<file path="src/rtl/regfile_writeback.sv">
// rtl/regfile_writeback.sv - register file writeback merging ALU results with one outstanding load
//
// Ports:
//   clk, rst            clock; synchronous active-high reset
//   alu_valid/rd/result single-cycle ALU result, highest priority on the write port
//   ld_req_valid/ready  load issue handshake (one load in flight at a time)
//   ld_rd/funct3        load destination and RV32I load type
//   ld_byte_offset      address bits [1:0] selecting the byte/halfword lane
//   mem_rsp_valid/data  aligned memory word returned for the pending load
//   rs1/rs2_address     decode source registers checked against pending loads
//   hazard_stall        combinational stall request to decode
//   rf_en/rd/data       registered register file write port

module regfile_writeback (
  input  logic        clk,
  input  logic        rst,
  input  logic        alu_valid,
  input  logic [4:0]  alu_rd,
  input  logic [31:0] alu_result,
  input  logic        ld_req_valid,
  output logic        ld_req_ready,
  input  logic [4:0]  ld_rd,
  input  logic [2:0]  ld_funct3,
  input  logic [1:0]  ld_byte_offset,
  input  logic        mem_rsp_valid,
  input  logic [31:0] mem_rsp_data,
  input  logic [4:0]  rs1_address,
  input  logic [4:0]  rs2_address,
  output logic        hazard_stall,
  output logic        rf_en,
  output logic [4:0]  rf_rd,
  output logic [31:0] rf_data
);

  typedef enum logic [1:0] {
    S_IDLE     = 2'd0,
    S_WAIT_MEM = 2'd1,
    S_WRITE    = 2'd2
  } state_t;

  localparam logic [2:0] F3_LB  = 3'b000;
  localparam logic [2:0] F3_LH  = 3'b001;
  localparam logic [2:0] F3_LBU = 3'b100;
  localparam logic [2:0] F3_LHU = 3'b101;

  state_t      state;
  state_t      state_next;

  logic        load_accept;
  logic        rsp_capture;
  logic        load_commit;

  logic [4:0]  pend_rd;
  logic [2:0]  pend_funct3;
  logic [1:0]  pend_offset;
  logic [31:0] load_buf;
  logic        squash;
  logic [31:0] scoreboard;

  // Lane select and extension of an aligned memory word. Unknown funct3
  // encodings fall through to a full-word load.
  function automatic logic [31:0] extract_load(input logic [2:0]  funct3,
                                               input logic [1:0]  offset,
                                               input logic [31:0] word);
    logic [7:0]  byte_val;
    logic [15:0] half_val;
    byte_val = word[{offset, 3'b000} +: 8];
    half_val = offset[1] ? word[31:16] : word[15:0];
    case (funct3)
      F3_LB:   extract_load = {{24{byte_val[7]}}, byte_val};
      F3_LH:   extract_load = {{16{half_val[15]}}, half_val};
      F3_LBU:  extract_load = {24'd0, byte_val};
      F3_LHU:  extract_load = {16'd0, half_val};
      default: extract_load = word;
    endcase
  endfunction

  always_ff @(posedge clk) begin
    if (rst) begin
      state <= S_IDLE;
    end else begin
      state <= state_next;
    end
  end

  always_comb begin
    state_next   = state;
    ld_req_ready = 1'b0;
    load_accept  = 1'b0;
    rsp_capture  = 1'b0;
    load_commit  = 1'b0;
    case (state)
      S_IDLE: begin
        ld_req_ready = 1'b1;
        if (ld_req_valid) begin
          load_accept = 1'b1;
          state_next  = S_WAIT_MEM;
        end
      end
      S_WAIT_MEM: begin
        if (mem_rsp_valid) begin
          rsp_capture = 1'b1;
          state_next  = S_WRITE;
        end
      end
      S_WRITE: begin
        // The ALU owns the port whenever it has a result; the load waits.
        if (!alu_valid) begin
          load_commit = 1'b1;
          state_next  = S_IDLE;
        end
      end
      default: begin
        state_next = S_IDLE;
      end
    endcase
  end

  always_ff @(posedge clk) begin
    if (rst) begin
      pend_rd     <= 5'd0;
      pend_funct3 <= 3'd0;
      pend_offset <= 2'd0;
      load_buf    <= 32'd0;
      squash      <= 1'b0;
      scoreboard  <= 32'd0;
      rf_en       <= 1'b0;
      rf_rd       <= 5'd0;
      rf_data     <= 32'd0;
    end else begin
      if (load_accept) begin
        pend_rd     <= ld_rd;
        pend_funct3 <= ld_funct3;
        pend_offset <= ld_byte_offset;
        // An ALU write in the accept cycle is older than the load, so it
        // must not squash it.
        squash      <= 1'b0;
        if (ld_rd != 5'd0) begin
          scoreboard[ld_rd] <= 1'b1;
        end
      end

      if (rsp_capture) begin
        load_buf <= extract_load(pend_funct3, pend_offset, mem_rsp_data);
      end

      // A younger ALU write to the load's destination makes the load value
      // stale; the load still completes but its write is dropped.
      if ((state == S_WAIT_MEM || state == S_WRITE) && alu_valid && (alu_rd == pend_rd)) begin
        squash <= 1'b1;
      end

      if (load_commit) begin
        scoreboard[pend_rd] <= 1'b0;
      end

      if (alu_valid) begin
        rf_en   <= (alu_rd != 5'd0);
        rf_rd   <= alu_rd;
        rf_data <= alu_result;
      end else if (load_commit) begin
        rf_en   <= (pend_rd != 5'd0) && !squash;
        rf_rd   <= pend_rd;
        rf_data <= load_buf;
      end else begin
        rf_en   <= 1'b0;
      end
    end
  end

  always_comb begin
    hazard_stall = ((rs1_address != 5'd0) && scoreboard[rs1_address]) ||
                   ((rs2_address != 5'd0) && scoreboard[rs2_address]);
  end

endmodule

</file>
<file path="config.mk">
export PLATFORM = sky130hd
export DESIGN_NAME = regfile_writeback
export DESIGN_NICKNAME = d
export VERILOG_FILES = /design/src/rtl/regfile_writeback.sv
export SDC_FILE = /design/constraint.sdc
export NUM_CORES = 1
export LEC_CHECK = 0
export BUFFER_PORTS_ARGS = -buffer_cell sky130_fd_sc_hd__buf_2
export CELL_PAD_IN_SITES_DETAIL_PLACEMENT = 1
export CELL_PAD_IN_SITES_GLOBAL_PLACEMENT = 2
export CORE_MARGIN = 2
export CORE_UTILIZATION = 34
export DETAILED_ROUTE_END_ITERATION = 12
export PLACE_DENSITY = 0.88
export SLEW_MARGIN = 30
export SYNTH_ARGS = -nofsm -noshare
export SYNTH_HDL_FRONTEND = slang
export SYNTH_SLANG_ARGS = --single-unit
</file>
<file path="constraint.sdc">
create_clock -name clk -period 5.6 [get_ports clk]
set_input_delay 1.12 -clock clk [delete_from_list [all_inputs] [get_ports clk]]
set_output_delay 1.12 -clock clk [all_outputs]
set_load 0.03 [all_outputs]
</file>
==> results of run 1 <==
area by class of cell:
| type | instances | area [um^2] |
|---|---|---|
| diodes | 1 | 2.50 |
| flip-flops and latches | 115 | 2300 |
| fillers | 2000 | 9450 |
| clock buffers | 21 | 460 |
| clock inverters | 11 | 158 |
| well taps | 220 | 275 |
| repair buffers | 138 | 706 |
| inverters | 11 | 41.3 |
| multi-input cells | 487 | 3190 |
layer usage:
metal / up-vias / part of all wire (%) / global-route usage (%)
li1: 2600 / - / -
met1: 2691 / 43 / 25.1
met5: - / 0 / 0
met3: 23 / 5.8 / 6.65
met4: 0 / 1.5 / 6.67
met2: 144 / 50 / 37.3
kinds of logic after synthesis:
family | synth area share [%]
AND/OR/NAND/NOR | 18.0
AO/OA/AOI/OAI | 19.1
flip-flops | 39.9
buffers and inverters | 5.46
multiplexers | 15.7
XOR/XNOR | 0.759
adder cells (fa/ha/maj) | 1.08
synthesized netlist by cell type, types with 2 or more instances:
| master | count | share of area, % |
|---|---|---|
| and3b_1 | 2 | 0.30 |
| nand3_1 | 10 | 0.87 |
| buf_1 | 3 | 0.20 |
| nor3b_1 | 8 | 1.0 |
| xor2_1 | 4 | 0.61 |
| or4_1 | 2 | 0.26 |
| nand2_1 | 54 | 3.5 |
| ha_1 | 5 | 1.1 |
| and3_1 | 2 | 0.22 |
| mux2_2 | 9 | 1.8 |
| o22ai_1 | 2 | 0.22 |
| clkbuf_1 | 46 | 3.0 |
| nand3b_1 | 8 | 1.0 |
| buf_6 | 3 | 0.59 |
| mux2i_1 | 45 | 7.8 |
| mux4_2 | 10 | 3.9 |
| mux4_1 | 4 | 1.8 |
| a211oi_1 | 60 | 7.8 |
| and2_1 | 2 | 0.22 |
| dfxtp_1 | 115 | 40 |
| buf_2 | 3 | 0.26 |
| nand2b_1 | 10 | 1.1 |
| or2b_2 | 2 | 0.30 |
| a311oi_1 | 4 | 0.61 |
| o21ai_0 | 11 | 0.95 |
| inv_1 | 11 | 0.72 |
| a21oi_1 | 93 | 8.1 |
| nor2_1 | 107 | 7.0 |
| nor3_1 | 16 | 1.4 |
stage by stage:
| step | hold slack (ps) | total power (W) | utilization, % | cells | instance area, um^2 |
|---|---|---|---|---|---|
| after global routing | 489 | 0.00290 | 43.0 | 1003 | 7130 |
| after global placement | 450 | 0.00160 | 39.1 | 971 | 6480 |
| final | 473 | 0.00277 | 43.0 | 1004 | 7130 |
| after detailed placement | 457 | 0.00163 | 39.2 | 971 | 6490 |
| after floorplan | 422 | 0.00144 | - | 671 | 5770 |
| after CTS | 468 | 0.00279 | 42.9 | 1003 | 7110 |
critical path: stages:
cell and delay, ps:
buf_2 170, mux4_1 590, mux2_2 290, nand3_2 70, nand3_1 60, or4_1 500, buf_2 190
final timing paths:
kind                                      from      endpoint  cells past startpoint
worst max register to register  pend_offset[1]  load_buf[22]                      5
worst max-delay path            rs2_address[0]  hazard_stall                      7
worst min-delay path                    squash        squash                      2
worst min register to register          squash        squash                      2
sequential cells by signal, indices dropped and copies added, names as in the netlist:
register	flops
rf_en	1
squash	1
scoreboard	32
pend_funct3	3
pend_offset	2
rf_data	32
rf_rd	5
pend_rd	5
state	2
load_buf	32
power by group through the flow:
stage	Sequential (W)	Combinational, W	Clock [W]
floorplan	0.00100	0.000444	0
global placement	0.00101	0.000588	0
detailed placement	0.00102	0.000614	0
CTS	0.00100	0.000624	0.00116
global route	0.00101	0.000687	0.00120
finish	0.00100	0.000619	0.00115
==> impl_metrics.csv, run 1 <==
group,metric,value,unit
run_status,status,"complete, no violations",
critical_path,crit_arrival,3000,ps
routing,drcViolationCount,0,
timing,max_freq,0.243,GHz
timing,max-slew-margin-rel,46.2,%
power_and_ir_drop,cellLeakagePower,2.72,nW
critical_path,setup.worst_path.start_class,"primary input",
synthesis,synth.avg_cell_area,8.60,um^2
floorplan,dieHeight,134,um
floorplan,dieArea,18000,um^2
power_and_ir_drop,power.share.clock,41.4,%
power_and_ir_drop,pwr-share-comb,22.4,%
cells_and_area,final_cell_mix,"buf_2 (132), dfxtp_1 (115), nor2_1 (107)",
worst_hold_path,hold_path_class,"flop to flop",
routing,num_vias,5458,
power_and_ir_drop,switching_power,0.000861,W
synthesis,ys_ff_latch,115,
global_route,grt_overflow_total,0,
timing,rsz0062_at_grt,"false",
timing,fin_setup_tns,0,ps
clock_tree,h-tree-depth,4,
clock_tree,clockRootBuffer,"clkbuf_16",
critical_path,crit_fanout,7,
routing,drt-total-wl,19000,um
floorplan,core,16600,um^2
timing,setup_slack,1480,ps
synthesis,ys_types,49,
synthesis,synth_top_flop_cell,"dfxtp_1",
cells_and_area,fin_nets,869,
synthesis,synthesis.area,5770,um^2
power_and_ir_drop,p_per_area,388,nW/um^2
synthesis,synth_edf_count,0,
cells_and_area,area.growth.synth_to_final,23.6,%
placed_design,gp_congestion,0.837,
power_and_ir_drop,seq_power_share,36.2,%
placed_design,dpl_worst_slack,1490,ps
critical_path,reg2reg_slack,2930,ps
clock_tree,tritoncts,"built",
clock_tree,worstSkewPairLatency,420,ps
placed_design,place_hpwl,13500,um
floorplan,pin_count,134,
floorplan,rows,47,
global_route,grt_pass1_wl,30400,um
timing,skew,6.92,ps
cells_and_area,final_common_cell,"buf_2",
critical_path,end_kind,"output pin",
floorplan,start_util,34.8,%
power_and_ir_drop,internal_power,0.00191,W
cells_and_area,drive_gt1_share,25.7,%
timing,drv_slew,0,
placed_design,io_buffer_count,133,
synthesis,synthCells,671,
clock_tree,cts_setup_buffers,0,
clock_tree,cts_buffers,17,
timing,hold_violations,0,
clock_tree,clk_pin_slew_worst_paths,50,ps
timing,timing.final.crit_share,73.6,%
global_route,grt_pass1_vias,5819,
clock_tree,cts-hold-fix-buffers,0,
routing,viasPerCell,5.44,
global_route,grt_usage,21.4,%
power_and_ir_drop,ir_drop,0.000204,V
critical_path,crit_type,"primary input to output pin",
critical_path,cp.required,4480,ps
routing,wl_per_cell,19.0,um
synthesis,ys_seq_area_share,39.9,%
synthesis,async_flop_share,0,%
global_route,antenna_found_initial,1,
timing,finalSetupViolCount,0,
floorplan,die_x,134,um
synthesis,ys.warnings.count,0,
run,maxCapViolations,0,
routing,ant_nets,0,
routing,dr.pass1.iters,4,
clock_tree,cts_buffer_depth,2,
routing,drt_iter0_drc,267,
timing,period_needed,4120,ps
synthesis,syn-num-nets,770,
global_route,grt_start_max_net_pins,80,
power_and_ir_drop,swShare,31.1,%
timing,worst_slew_pin_slew,806,ps
clock_tree,numClockSinks,115,
clock_tree,ctsResizeCount,0,
Power figures use the tool's default switching activity.
==> run 2: changes to the inputs <==
Settings changed: CORE_UTILIZATION 34 to 29, PLACE_DENSITY 0.88 to 0.8.
Clock period 5.6 ns to 3.5 ns, I/O delays scaled along.
==> impl_metrics.csv, run 2 (same netlist as run 1, synthesis figures left out) <==
group,metric,value,unit
timing,worst_slew_pin_slew,812,ps
routing,wl_per_cell,17.5,um
clock_tree,cts-hold-fix-buffers,0,
clock_tree,cts_setup_buffers,0,
floorplan,core,19500,um^2
critical_path,reg2reg_slack,1110,ps
floorplan,dieArea,21000,um^2
critical_path,crit_chain,"buf_2 -> mux4_1 -> mux2_2 -> nand3_2 -> nand3_1 -> or4_1 -> buf_2",
cells_and_area,area.growth.synth_to_final,25.3,%
routing,dr.pass1.iters,4,
power_and_ir_drop,cellLeakagePower,2.76,nW
power_and_ir_drop,ir_drop,0.000374,V
floorplan,rows,51,
critical_path,crit_fanout,7,
floorplan,dieHeight,145,um
timing,skew,6.03,ps
placed_design,dpl_worst_slack,253,ps
cells_and_area,drive_gt1_share,25.6,%
clock_tree,cts_buffers,17,
global_route,grt_overflow_total,0,
clock_tree,numClockSinks,115,
timing,rsz0062_at_grt,"false",
worst_hold_path,hold_path_class,"flop to flop",
routing,drt-total-wl,18500,um
timing,hold_ws,456,ps
routing,drcViolationCount,0,
worst_hold_path,holdCritStartpoint,"squash",
run_status,status,"complete, no violations",
clock_tree,worstSkewPairLatency,410,ps
clock_tree,clk_pin_slew_worst_paths,50,ps
placed_design,place_hpwl,13200,um
critical_path,crit_type,"primary input to output pin",
routing,drt_iter0_drc,320,
routing,viasPerCell,5.10,
timing,timing.final.crit_share,92.6,%
clock_tree,tritoncts,"built",
floorplan,pin_count,134,
routing,num_vias,5379,
critical_path,path_common_cell,"buf_2",
placed_design,placedCellCount,1023,
power_and_ir_drop,p_per_area,611,nW/um^2
clock_tree,clockRootBuffer,"clkbuf_16",
cells_and_area,final_cells,1055,
timing,setup_slack,259,ps
global_route,grt_pass1_vias,5531,
timing,period_needed,3240,ps
critical_path,reg2regPathDepth,7,
global_route,grt_start_max_net_pins,69,
timing,max_freq,0.309,GHz
timing,hold_violations,0,
clock_tree,cts_buffer_depth,2,
global_route,grt_pass1_wl,30400,um
routing,ant_nets,0,
critical_path,setup.worst_path.start_class,"primary input",
critical_path,rr_endpoint,"scoreboard[29]",
clock_tree,ctsResizeCount,0,
cells_and_area,fin_util,37.0,%
cells_and_area,final_cell_mix,"buf_2 (132), dfxtp_1 (115), nor2_1 (107)",
cells_and_area,final_common_cell,"buf_2",
critical_path,end_kind,"output pin",
critical_path,max_stage_delay,570,ps
run,maxCapViolations,0,
timing,finalSetupViolCount,0,
cells_and_area,top_regs,"load_buf x32, rf_data x32, scoreboard x32",
floorplan,start_util,29.6,%
floorplan,die_x,145,um
timing,drv_slew,0,
global_route,antenna_found_initial,3,
cells_and_area,nFillCells,2384,
worst_hold_path,whs_path_depth,2,
worst_hold_path,hold_path_end,"squash",
critical_path,crit_arrival,2540,ps
cells_and_area,fin_nets,876,
timing,max-slew-margin-rel,45.7,%
timing,fin_setup_tns,0,ps
clock_tree,h-tree-depth,4,
critical_path,cp.required,2800,ps
placed_design,gp_congestion,0.810,
critical_path,r2r_start,"state[1]",
critical_path,critPathSlowestCell,"mux4_1",
placed_design,io_buffer_count,133,
global_route,grt_usage,17.9,%
## run 2: how the worst max path moves through the flow
stage / startpoint / end / slack [ps] / depth (start not counted)
finish: rs2_address[0] / hazard_stall / 260 / 7
global route: rs2_address[0] / hazard_stall / 180 / 7
CTS: rs2_address[0] / hazard_stall / 250 / 7
detailed placement: rs2_address[0] / hazard_stall / 250 / 7
global placement: rs2_address[0] / hazard_stall / 280 / 7
floorplan: rs2_address[0] / hazard_stall / 420 / 6
## run 2: area by class of cell
cell class                      count  area [um^2]  share of cell area, %
Timing Repair Buffer              145          771                   10.7
Antenna cell                        1         2.50                 0.0346
Tap cell                          265          332                   4.59
Sequential cell                   115         2300                   31.8
Clock buffer                       21          470                   6.51
Inverter                           11         41.3                  0.571
Multi-Input combinational cell    487         3160                   43.6
Clock inverter                     10          155                   2.15
## run 2: metrics by stage
stage	total power (W)	instance area, um^2
floorplan	0.00231	5770
global placement	0.00260	6600
detailed placement	0.00262	6600
CTS	0.00449	7230
global route	0.00467	7230
finish	0.00442	7230
## run 2: routing by layer
metal	part of all wire, %	track usage [%]	up-vias
met5	0.059	0	-
li1	-	-	2611
met1	44	22.3	2620
met4	0.97	4.71	2
met3	5.9	5.85	17
met2	49	30.0	129
## run 2: report_power, final
group          internal, W  switching (W)
clock              0.00124       0.000605
combinational     0.000374       0.000611
sequential         0.00146       0.000131
total              0.00307        0.00135
## run 2: critical path, delay by kind of cell
family | cells | cell delay (ps)
buf+inv | 2 | 370
mux | 2 | 860
simple gates | 3 | 620
